**config.mk**
```make
export PLATFORM = sky130hd
export DESIGN_NAME = ascii_decimal_parser
export DESIGN_NICKNAME = d
export VERILOG_FILES = /design/src/rtl/ascii_decimal_parser.sv
export SDC_FILE = /design/constraint.sdc
export NUM_CORES = 1
export LEC_CHECK = 0
export BUFFER_PORTS_ARGS = -buffer_cell sky130_fd_sc_hd__buf_2
export CORE_ASPECT_RATIO = 1.25
export CORE_MARGIN = 2
export CORE_UTILIZATION = 40
export DETAILED_ROUTE_END_ITERATION = 12
export GPL_ROUTABILITY_DRIVEN = 0
export GPL_TIMING_DRIVEN = 0
export SLEW_MARGIN = 20
export SYNTH_ARGS = -nofsm -noshare
export SYNTH_HDL_FRONTEND = slang
export SYNTH_SLANG_ARGS = --single-unit
```
**constraint.sdc**
```tcl
create_clock -name clk -period 6.2 [get_ports clk]
set_clock_uncertainty 0.05 [all_clocks]
set_input_delay 0 -clock clk [delete_from_list [all_inputs] [get_ports clk]]
set_output_delay 0 -clock clk [all_outputs]
set_load 0.01 [all_outputs]
```
**src/rtl/ascii_decimal_parser.sv**
```systemverilog
// Streams ASCII digits from a byte source and emits one unsigned value per CR/LF-terminated line.
// Malformed or oversized numbers raise a single parse_error pulse, then the rest of the line is dropped.
module ascii_decimal_parser #(
    parameter int VALUE_WIDTH = 32,
    parameter int MAX_DIGITS  = 10
) (
    input  logic                   clk,
    input  logic                   reset,
    input  logic [7:0]             char_in,
    input  logic                   char_valid,
    output logic                   char_ready,
    output logic [VALUE_WIDTH-1:0] value_out,
    output logic                   value_valid,
    input  logic                   value_ready,
    output logic                   parse_error,
    output logic [3:0]             digit_count
);

    typedef enum logic [1:0] {
        IDLE  = 2'd0,
        ACCUM = 2'd1,
        HOLD  = 2'd2,
        FLUSH = 2'd3
    } state_t;

    localparam logic [VALUE_WIDTH+3:0] TEN        = (VALUE_WIDTH + 4)'(10);
    localparam logic [7:0]             MAX_COUNT  = 8'(MAX_DIGITS);

    state_t                 state_q, state_d;
    logic [VALUE_WIDTH-1:0] acc_q, acc_d;
    logic [7:0]             count_q, count_d;
    logic [VALUE_WIDTH-1:0] value_q, value_d;
    logic                   value_valid_q, value_valid_d;
    logic                   parse_error_q, parse_error_d;

    logic                   is_digit;
    logic                   is_term;
    logic                   take;
    logic                   overflow;
    logic [3:0]             digit;
    logic [VALUE_WIDTH+3:0] next_acc;

    always_comb begin
        is_digit = (char_in >= 8'h30) && (char_in <= 8'h39);
        is_term  = (char_in == 8'h0D) || (char_in == 8'h0A);
        // Low nibble of an ASCII digit equals char_in - 0x30.
        digit    = char_in[3:0];
        take     = char_valid && (state_q != HOLD);
        next_acc = ({4'b0000, acc_q} * TEN) + {{VALUE_WIDTH{1'b0}}, digit};
        overflow = (next_acc[VALUE_WIDTH+3:VALUE_WIDTH] != 4'd0) || (count_q >= MAX_COUNT);
    end

    always_comb begin
        state_d       = state_q;
        acc_d         = acc_q;
        count_d       = count_q;
        value_d       = value_q;
        value_valid_d = value_valid_q;
        parse_error_d = 1'b0;

        case (state_q)
            IDLE: begin
                if (take && is_digit) begin
                    acc_d   = {{(VALUE_WIDTH-4){1'b0}}, digit};
                    count_d = 8'd1;
                    state_d = ACCUM;
                end else if (take && !is_term) begin
                    parse_error_d = 1'b1;
                    state_d       = FLUSH;
                end
            end
            ACCUM: begin
                if (take) begin
                    if (is_digit && !overflow) begin
                        acc_d   = next_acc[VALUE_WIDTH-1:0];
                        count_d = count_q + 8'd1;
                    end else if (is_term) begin
                        value_d       = acc_q;
                        value_valid_d = 1'b1;
                        state_d       = HOLD;
                    end else begin
                        // Rejected number: acc keeps its last good value, count shows 0 while flushing.
                        parse_error_d = 1'b1;
                        count_d       = 8'd0;
                        state_d       = FLUSH;
                    end
                end
            end
            HOLD: begin
                if (value_ready) begin
                    value_valid_d = 1'b0;
                    acc_d         = '0;
                    count_d       = 8'd0;
                    state_d       = IDLE;
                end
            end
            FLUSH: begin
                if (take && is_term) begin
                    acc_d   = '0;
                    count_d = 8'd0;
                    state_d = IDLE;
                end
            end
            default: state_d = IDLE;
        endcase
    end

    always_ff @(posedge clk) begin
        if (reset) begin
            state_q       <= IDLE;
            acc_q         <= '0;
            count_q       <= 8'd0;
            value_q       <= '0;
            value_valid_q <= 1'b0;
            parse_error_q <= 1'b0;
        end else begin
            state_q       <= state_d;
            acc_q         <= acc_d;
            count_q       <= count_d;
            value_q       <= value_d;
            value_valid_q <= value_valid_d;
            parse_error_q <= parse_error_d;
        end
    end

    assign char_ready  = (state_q != HOLD);
    assign value_out   = value_q;
    assign value_valid = value_valid_q;
    assign parse_error = parse_error_q;
    assign digit_count = (count_q > 8'd15) ? 4'hF : count_q[3:0];

endmodule

```
# Word level (Yosys, flattened, before mapping)
# Index checks and enable logic that the tools add are counted.
# op_classes
n_addsub	2
mul	1
div_mod_pow	0
order_cmp	4
n_eq_ne	15
n_shift	0
mux	33
bitwise	1
reduce_logical	18
# ops
operator	count
$mux W32	5
$pmux W32 S4	1
$mux W8	6
$add A36 B4 Y36	1
$mul A32 B3 Y35 const B	1
$pmux W8 S4	1
$reduce_and A5 Y1	4
$eq A8 B4 Y1 const B	2
$ne A2 B2 Y1 const B	8
$mux W2	6
$mux W1	10
$add A8 B1 Y8 const B	1
$ge A8 B4 Y1 const B	1
$ge A8 B6 Y1 const B	1
$gt A8 B4 Y1 const B	1
$le A8 B6 Y1 const B	1
$pmux W2 S4	1
$logic_and A1 B1 Y1	6
$ne A3 B3 Y1 const B	2
$eq A2 B2 Y1 const B	2
$mux W4	1
$pmux W1 S2	2
$reduce_and A4 Y1	1
$reduce_bool A4 Y1	1
6 further kinds	8
# word_totals
register_bits	76
latch_bits	0
ramBits	0
romBits	0
inputBits	12
output_inout_bits	39
wordCells	80
n_memories	0

# Longest topological paths before layout
# Gate-level depths: netlist (run 1).
# depth
ltp_word	9
depth_mapped	18
depth_no_buf	16

# Worst setup path before layout (run 1)
# Ideal clock, no wire load.
# synth_path
kind	register to register
from	reg acc_q[1]
to	reg acc_q[1]
setup_time_ns	0.121
t_arrival_ns	4.337
required_time_ns	6.029
path_slack_ns	1.692
path_stages_with_launch	18
path_buffers	1
path_cell_list	dfxtp_1 ha_1 ha_1 inv_1 fa_1 nand2b_1 a21o_1 a31oi_1 xnor2_1 or4b_4 or4_4 buf_6 nor3_4 and2_1 a2111oi_0 o221a_2 o21ai_2 mux2_2
# synth_between
elab_chain_cells	8
# synth_rtl
item	line	source
start: declaration	30	logic [VALUE_WIDTH-1:0] acc_q, acc_d;
start signal: assignment	111	acc_q <= '0;
start signal: assignment	118	acc_q <= acc_d;
$mul A32 B3 Y35	49	next_acc = ({4'b0000, acc_q} * TEN) + {{VALUE_WIDTH{1'b0}}, digit};
$add A36 B4 Y36	49	
$reduce_bool A4 Y1	50	overflow = (next_acc[VALUE_WIDTH+3:VALUE_WIDTH] != 4'd0) || (count_q >= MAX_COUNT);
$logic_or A1 B1 Y1	50	
$logic_not A1 Y1	74	if (is_digit && !overflow) begin
$logic_and A1 B1 Y1	74	
$ne A2 B2 Y1 (no source line)	n/a	
$reduce_and A5 Y1 (no source line)	n/a	
# Every way passes these cells.
# A chain may end at the register's enable or synchronous reset.

# Final worst setup path (run 1)
# layout_path
from	reg acc_q[1]
to	reg acc_q[30]
# layout_between
elab_chain_cells	8
word_cells_on_any_way	11
cone_classes	1 x add/sub; 1 x mul; 1 x eq/ne; 3 x mux; 5 x reduce/logical
# layout_rtl
item	line
$mul A32 B3 Y35 (*)	49
$add A36 B4 Y36 (*)	49
$reduce_bool A4 Y1	50
$logic_or A1 B1 Y1	50
$logic_not A1 Y1	74
$logic_and A1 B1 Y1	74
$ne A2 B2 Y1 (no source line)	n/a
$reduce_and A5 Y1 (no source line)	n/a
# Every way passes the cells marked *; elsewhere a longest branch is shown, timed or not. The select of a mux whose other input is x is not followed.

==> results of run 1 <==
## metal layers
layer | vias to the layer above | global-route usage (%) | part of all wire [%]
li1 | 2902 | - | -
met1 | 2560 | 26.0 | 48
met2 | 95 | 33.4 | 47
met3 | 27 | 2.59 | 2.6
met4 | 0 | 7.99 | 2.4
met5 | - | 0 | 0
## cell usage after synthesis, types with 7 or more instances
cell         n  area share, %
a21o_1      13            1.6
a21oi_1     70            5.7
and2_1      13            1.3
and3_1       7           0.71
clkbuf_1    29            1.8
dfxtp_1     76             25
ha_1        65             13
inv_1       13           0.79
nand2_1    134            8.1
nand2b_1     8           0.81
nand3_1     19            1.5
nand4_1     10            1.0
nor2_1      50            3.0
nor3_1      13            1.0
o211ai_1    11            1.3
o21a_1       8           0.97
o21ai_0     22            1.8
o2bb2ai_2   20            4.8
xnor2_1     25            3.5
xor2_1      24            3.4
## sequential cells by signal, summed over array words and instances (netlist names)
| register | cells |
|---|---|
| acc_q | 32 |
| value_out | 32 |
| count_q | 8 |
| state_q | 2 |
| parse_error | 1 |
| value_valid | 1 |
## worst min-delay path by stage
| stage | startpoint | to | slack, ns | cells past startpoint |
|---|---|---|---|---|
| after global placement | char_in[0] | acc_q[0] | 0.27 | 3 |
| after floorplan | char_in[0] | acc_q[0] | 0.11 | 2 |
| after detailed placement | char_in[0] | acc_q[0] | 0.27 | 3 |
| after CTS | value_ready | value_valid | 0.006 | 4 |
| after global routing | value_ready | value_valid | 0.06 | 4 |
| final | value_ready | value_valid | 0.03 | 4 |
## through the flow
step	cell area (µm²)	util [%]	setup WS, ns
after floorplan	6200	-	1.69
after global placement	6710	44.5	0.838
after detailed placement	6710	44.5	0.850
after CTS	7040	46.7	0.822
after global routing	7040	46.7	0.421
final	7040	46.7	0.845
## power breakdown
part / switching, mW / leakage, nW / total [mW] / internal [mW]
Sequential: 0.00398 / 0.613 / 0.497 / 0.493
Clock: 0.208 / 0.155 / 0.551 / 0.343
Combinational: 0.0517 / 2.17 / 0.0816 / 0.0298
Total: 0.264 / 2.94 / 1.13 / 0.865
## area by class of cell
type / instances / area [µm²] / area share [%]
sequential: 76 / 1520 / 21.6
buffer: 34 / 165 / 2.35
clock inverter: 3 / 43.8 / 0.622
clock buffer: 12 / 267 / 3.79
multi-input combinational: 637 / 4460 / 63.5
tap: 208 / 260 / 3.70
timing repair buffer: 51 / 265 / 3.77
inverter: 13 / 48.8 / 0.694
## worst min-delay path, delay by kind of cell
kind / cells / cell delay, ns
buffers and inverters: 1 / 0.09
AO/OA/AOI/OAI: 1 / 0.06
AND/OR/NAND/NOR: 2 / 0.22
## kinds of logic (layout without fill, tap and decap cells)
family                   after synthesis  count (layout)  share of synthesized area [%]
multiplexers                           9               9                           1.57
buffers and inverters                 47             113                           3.45
AND/OR/NAND/NOR                      309             309                           25.4
flip-flops                            76              76                           24.5
adder cells (fa/ha/maj)               67              67                           13.8
XOR/XNOR                              49              49                           6.92
AO/OA/AOI/OAI                        203             203                           24.3
==> metrics.txt, run 1 <==
cell row count 50; worst-path fanout max 10; Top delay family on crit path simple AND/OR/NAND/NOR gates; area delta synth->final 13.5%; vias around 5.6k; most common cell after layout, fill and taps aside nand2_1; TritonRoute pass-1 iters 5; period utilisation layout a little under nine tenths; Slowest-stage cell, CP nor3b_2; Max-slew headroom a little under two fifths; DP HPWL 12,700 µm; post-layout minimum cycle time between 5 and 6 ns; io pins 51; Most used DFF post-synth dfxtp_1; fin nets between 900 and 1k; Max Slew Vio Count 0; leakage 2.94 nW; die height between 100 and 150 µm; # setup viols final 0; path type of the worst setup path register to register; Max-cap violations 0; Placed Cells roughly 1.0k; Crit Reg-Reg Endpoint acc_q[30]; Fmax about 0.19 GHz; run status complete, no violations; final hold slack around 0.025 ns; Worst-Margin Slew 0.916 ns; Avg Inst Size Synth roughly 8 µm²; first-pass GRT wire length around 26,000 µm; diodes inserted 0; CP peak stage delay ~0.62 ns; detailed-route DRC error count 0; CTS root buffer clkbuf_16; post-CTS sizing 0; Initial Utilization 41.1%; sequential share of the synthesized area 24.5%; Core Area between 15,000 and 20,000 µm²; Via-to-Cell Ratio 5.40; worst-case clock buffer depth 2; CP Depth 16; cell count after synthesis between 700 and 800; worst-path cell chain ha_1 -> ha_1 -> inv_1 -> fa_1 -> nand2b_1 -> a21oi_1 -> o21ai_0 -> and2_1 -> xnor2_1 -> nand4_1 -> nor3b_2 -> nand2_1 -> o311a_1 -> o221ai_2 -> buf_6 -> o2bb2ai_2; post-CTS setup buffer count 0; I/O Buffers roughly 50; worst reg2reg setup slack ~0.85 ns; Wirelength per Cell 15.4 µm; Fillers around 1.5k; clock transition at the registers of the reported paths around 0.06 ns; post-route ant nets 0; Hold Path Class primary input to register; Die Outline Area between 15,000 and 20,000 µm²; commonest cells after routing, fill and taps aside nand2_1 (134), dfxtp_1 (76), a21oi_1 (70); cts bufs inserted 9; ys async rst share 0%; worst setup path endpoint acc_q[30]; clock sink count between 70 and 80; GRT Total Usage roughly 20%; setup tns final 0 ns; WP data required ~6.4 ns; worst r2r src acc_q[1]; WP data arrival around 5.6 ns; Clk Latency, worst-skew pair around 0.35 ns; maximum vdd drop around 130 µV; Final Power 1.13 mW; cell mode on critical path ha_1; die extent in x roughly 120 µm; post-synthesis net count approximately 840; Critical Path Start Type register; H-tree depth 3; kind of end point of the critical path register; post-synth cell types between 70 and 80; pwr dens 161 nW/µm²; Setup crit start acc_q[1]; Final Hold Fails 0; hold buffers post-CTS 2; WL final 15,900 µm; Finished Layout Cells just over 1k; number of flops mapped to enable cells by yosys 0; pin count of the biggest net entering global routing 13; WP buf/inv 2; share of cells above drive strength 1 about 14%; CTS tree built; synthesized area around 6200 µm²; initial antenna violation count 0; RSZ-0062 raised after global routing false; r2r worst-path depth 16; GRT overflow 0; initial DRC count between 200 and 300; vias in the first global route around 5.4k; #FFs+latches synth 76; Syn. warnings 0
(Power assumes the default switching activity.)
==> run 2, diff against run 1 <==
--- a/config.mk
+++ b/config.mk
@@ -12,6 +12,7 @@
 export DETAILED_ROUTE_END_ITERATION = 12
 export GPL_ROUTABILITY_DRIVEN = 0
 export GPL_TIMING_DRIVEN = 0
+export REMOVE_ABC_BUFFERS = 1
 export SLEW_MARGIN = 20
 export SYNTH_ARGS = -nofsm -noshare
 export SYNTH_HDL_FRONTEND = slang
==> run 2 against run 1 <==
  * Total power down 5.4%
  * Worst setup slack worse by 0.25 ns
  * Sequential power up 0.8%
  * Wire length down 0.41%
  * First-iteration DRC count down 17%
  * Final area down 2.0%
  * Fmax down 4.4%
  * Non-clock buffer count down 31
  * Combinational power down 2.5%
  * Global-route usage down 0.29 points
  * Clock power down 11%
==> metrics.txt, run 2 (synthesized netlist as in run 1, its figures left out) <==
setup tns final 0 ns; initial antenna violation count 0; first-pass GRT wire length 26,500 µm; die height between 100 and 150 µm; commonest cells after routing, fill and taps aside nand2_1 (134), dfxtp_1 (76), a21oi_1 (70); GRT overflow 0; DP HPWL roughly 12,000 µm; Clk Latency, worst-skew pair between 0.3 and 0.4 ns; Max Slew Vio Count 0; Hold Path Class primary input to register; multi-input combinational cell area approximately 4500 µm²; Slowest-stage cell, CP nor3b_2; WP data required 6.40 ns; Die Outline Area roughly 17,000 µm²; RSZ-0062 raised after global routing false; CTS root buffer clkbuf_16; post-route ant nets 0; Critical Path Start Type register; pin count of the biggest net entering global routing 47; initial DRC count 247; storage element area between 1500 and 2000 µm²; worst-path fanout max 26; area delta synth->final 11.3%; Max-slew headroom between 40% and 50%; I/O Buffers 50; clock sink count 76; period utilisation layout 90.4%; fin nets 870; H-tree depth 3; die extent in x ~120 µm; Placed Cells 986; worst-path cell chain ha_1 -> ha_1 -> inv_1 -> fa_1 -> nand2b_1 -> a21oi_1 -> o21ai_0 -> and2_1 -> xnor2_1 -> nand4_1 -> nor3b_2 -> nand2_1 -> nor4_2 -> o221a_2 -> nand4_4 -> o2bb2ai_1; pwr dens 155 nW/µm²; io pins 51; kind of end point of the critical path register; Max-cap violations 0; GRT Total Usage between 15 and 20%; CTS tree built; Worst-Margin Slew 0.860 ns; WP data arrival between 5 and 6 ns; path type of the worst setup path register to register; vias in the first global route between 5k and 6k; clock transition at the registers of the reported paths about 0.060 ns; worst-case clock buffer depth 2; Final Hold Fails 0; Fillers 1,512; maximum vdd drop between 100 and 150 µV; Via-to-Cell Ratio roughly 5.6; share of cells above drive strength 1 14.6%; vias about 5.6k; run status complete, no violations; most common cell after layout, fill and taps aside nand2_1; cell row count 50; cell mode on critical path ha_1; CP peak stage delay 0.54 ns; Core Area ~15,000 µm²; cts bufs inserted 9; Fmax about 0.18 GHz; Finished Layout Cells ~1k; diodes inserted 0; Finished Core Util between 40% and 50%; detailed-route DRC error count 0; TritonRoute pass-1 iters 4; post-layout minimum cycle time 5.60 ns; # setup viols final 0; Initial Utilization approximately two fifths; leakage 2.88 nW; Wirelength per Cell approximately 16 µm; WL final ~16,000 µm
==> run 2: metrics by stage <==
stage	setup slack, ns	power [mW]	instance area, µm²	hold WS, ns
3_5_place_dp	0.674	0.589	6600	0.259
5_1_grt	0.153	1.11	6900	0.0755
4_1_cts	0.607	1.07	6900	0.0223
2_1_floorplan	1.24	0.557	6030	0.0191
3_3_place_gp	0.303	0.580	6550	0.251
6_report	0.597	1.07	6900	0.0441
==> run 2: critical path: cells and delay by family, from the launching register on <==
family	cells	cell delay (ns)
and+or+nand+nor	7	2.58
AOI/OAI and AO/OA	4	1.16
adders and majority gates	3	0.88
xor gates and xnor gates	1	0.39
DFF	1	0.37
buffers and inverters	1	0.06
==> run 2: path summary, 6_finish.rpt <==
path,startpoint,to,slack (ns),depth (start not counted)
setup / recovery,acc_q[1],acc_q[7],0.60,16
hold / removal,value_ready,value_valid,0.04,4
setup reg to reg,acc_q[1],acc_q[7],0.60,16
hold reg to reg,value_out[28],value_out[28],0.40,2
==> run 2: cell type report <==
| type | count | area share [%] |
|---|---|---|
| flip-flops and latches | 76 | 22.1 |
| inverters | 13 | 0.707 |
| well taps | 208 | 3.77 |
| multi-input cells | 637 | 65.0 |
| clock inverters | 1 | 0.109 |
| clock buffers | 13 | 3.92 |
| repair buffers | 54 | 4.46 |
==> run 2: where the power goes <==
| part | switching [mW] | total [mW] | leakage, nW | internal [mW] |
|---|---|---|---|---|
| clock network | 0.188 | 0.488 | 0.134 | 0.299 |
| logic | 0.0485 | 0.0796 | 2.13 | 0.0311 |
| registers | 0.00826 | 0.501 | 0.613 | 0.493 |
==> run 2: metal layers <==
| layer | up-vias | track usage, % | wire (µm) |
|---|---|---|---|
| met5 | - | 0 | 0 |
| met4 | 0 | 8.05 | 383 |
| met3 | 27 | 1.83 | 412 |
| met2 | 104 | 33.1 | 7480 |
| met1 | 2657 | 25.7 | 7550 |
| li1 | 2844 | - | - |
==> run 2: timing repair <==
item,in CTS,in global routing
hold buffers,2,0
endpoints found under the setup margin,0,0
gates resized for setup,0,0
endpoints found under the hold margin,2,0
buffers inserted,0,0
==> run 3, diff against run 2 <==
--- a/config.mk
+++ b/config.mk
@@ -8,10 +8,11 @@
 export BUFFER_PORTS_ARGS = -buffer_cell sky130_fd_sc_hd__buf_2
 export CORE_ASPECT_RATIO = 1.25
 export CORE_MARGIN = 2
-export CORE_UTILIZATION = 40
+export CORE_UTILIZATION = 61
 export DETAILED_ROUTE_END_ITERATION = 12
 export GPL_ROUTABILITY_DRIVEN = 0
 export GPL_TIMING_DRIVEN = 0
+export PLACE_DENSITY = 0.81
 export REMOVE_ABC_BUFFERS = 1
 export SLEW_MARGIN = 20
 export SYNTH_ARGS = -nofsm -noshare
==> run 3 against run 2 <==
  * Fmax fell by 3.3%
  * Final cell count fell by 7.8%
  * Utilization rose by 22 points
  * Clock-buffer cell count decreased by 4
  * Non-clock buffer count unchanged
  * Total power increased by 3.5%
  * Largest cell class unchanged
==> metrics.txt, run 3 (synthesized netlist as in run 1, its figures left out) <==
run status complete, no violations; Via-to-Cell Ratio 6.39; leakage about 2.9 nW; Max Slew Vio Count 0; Slowest-stage cell, CP nand4_4; Die Outline Area around 11,000 µm²; DP HPWL between 10,000 and 15,000 µm; detailed-route DRC error count 0; period utilisation layout a little over 90%; Wirelength per Cell 17.4 µm; pin count of the biggest net entering global routing 47; Clk Latency, worst-skew pair roughly 0.34 ns; GRT overflow 0; TritonRoute pass-1 iters 5; Core Area 10,000 µm²; worst-case clock buffer depth 2; CP peak stage delay 0.52 ns; RSZ-0062 raised after global routing false; Critical Path Start Type register; I/O Buffers 50; most common cell after layout, fill and taps aside nand2_1; fin area ~7000 µm²; met3 GRT Util roughly 4.0%; cell row count between 40 and 50; placed cell area 6490 µm²; vias 5,905; share of cells above drive strength 1 between 10 and 15%; setup tns final 0 ns; Initial Utilization 62.0%; commonest cells after routing, fill and taps aside nand2_1 (134), dfxtp_1 (76), a21oi_1 (70); M1 GR Usage between 30% and 40%; initial DRC count between 400 and 500; Worst-Margin Slew 1.04 ns; initial antenna violation count 0; first-pass GRT wire length about 26,000 µm; GRT Total Usage 29.5%; kind of end point of the critical path register; fin nets 870; path type of the worst setup path register to register; # setup viols final 0; H-tree depth 3; clock transition at the registers of the reported paths approximately 0.060 ns; CTS root buffer clkbuf_16; storage element area about 1500 µm²; pwr dens 162 nW/µm²; Fillers 819; CTS tree built; M2 GR Usage a little under three fifths; io pins between 50 and 60; maximum vdd drop ~130 µV; diodes inserted 0; multi-input combinational cell area 4490 µm²; Hold Path Class primary input to register; Final Hold Fails 0; Max-cap violations 0; post-layout minimum cycle time ~5.8 ns; area delta synth->final 9.95%; worst-path fanout max 26; GR peak layer met2; WP data arrival about 6 ns; WP data required 6.40 ns; die extent in x approximately 94 µm; die height 117 µm; vias in the first global route around 5.7k; cell mode on critical path ha_1; cts bufs inserted 9; clock sink count 76; Max-slew headroom 29.9%; post-route ant nets 0; Fmax approximately 0.17 GHz; WL final between 15,000 and 20,000 µm; worst-path cell chain ha_1 -> ha_1 -> inv_1 -> fa_1 -> nand2b_1 -> a21oi_1 -> o21ai_0 -> and2_1 -> xnor2_1 -> nand4_1 -> nor3b_4 -> nand2_1 -> a2111oi_0 -> o221a_2 -> nand4_4 -> o2bb2ai_2
## run 3: critical path: cells and delay by family, from the launching register on
kind | cells | cell delay [ns]
buf+inv | 1 | 0.06
compound gates | 5 | 1.75
xor+xnor | 1 | 0.45
flops | 1 | 0.37
fa+ha+maj | 3 | 0.86
simple gates | 6 | 2.17
## run 3: repair_timing
action                                  CTS  global route
hold buffers                              3             0
gates resized for setup                   0             1
buffers inserted                          0             0
endpoints found under the setup margin    0            26
endpoints found under the hold margin     3             0
## run 3: path summary, 6_finish.rpt
check                                   start            end  slack, ns  cells past startpoint
worst max-delay path                 acc_q[1]      acc_q[18]       0.41                     16
worst max register to register       acc_q[1]      acc_q[18]       0.41                     16
worst min register to register  value_out[11]  value_out[11]       0.40                      2
worst min-delay path               char_in[1]       acc_q[1]       0.16                      4
## run 3: through the flow
step	instances	hold WS, ns	total power [mW]	setup slack [ns]	util, %
final	924	0.157	1.11	0.405	68.1
after floorplan	726	0.0191	0.557	1.24	-
after global routing	924	0.218	1.14	0.0219	68.1
after CTS	924	0.142	1.10	0.326	68.1
after global placement	905	0.255	0.578	0.219	64.4
after detailed placement	906	0.258	0.589	0.427	64.9
## run 3: power by group
group | internal [mW] | total (mW) | switching [mW]
logic | 0.0315 | 0.0815 | 0.0500
registers | 0.492 | 0.501 | 0.00817
clock network | 0.309 | 0.523 | 0.214
total | 0.833 | 1.11 | 0.272
## run 3: per-layer routing
| layer | routed length, µm | share of wire [%] |
|---|---|---|
| met1 | 6280 | 39 |
| met3 | 731 | 4.5 |
| met4 | 728 | 4.5 |
| met5 | 0 | 0 |
| met2 | 8320 | 52 |
## run 3: cell type report
| type | instances | share of cell area [%] |
|---|---|---|
| Clock buffer | 9 | 3.30 |
| Clock inverter | 6 | 0.936 |
| Tap cell | 129 | 2.37 |
| Multi-Input combinational cell | 637 | 65.8 |
| Inverter | 13 | 0.716 |
| Sequential cell | 76 | 22.3 |
| Timing Repair Buffer | 54 | 4.52 |
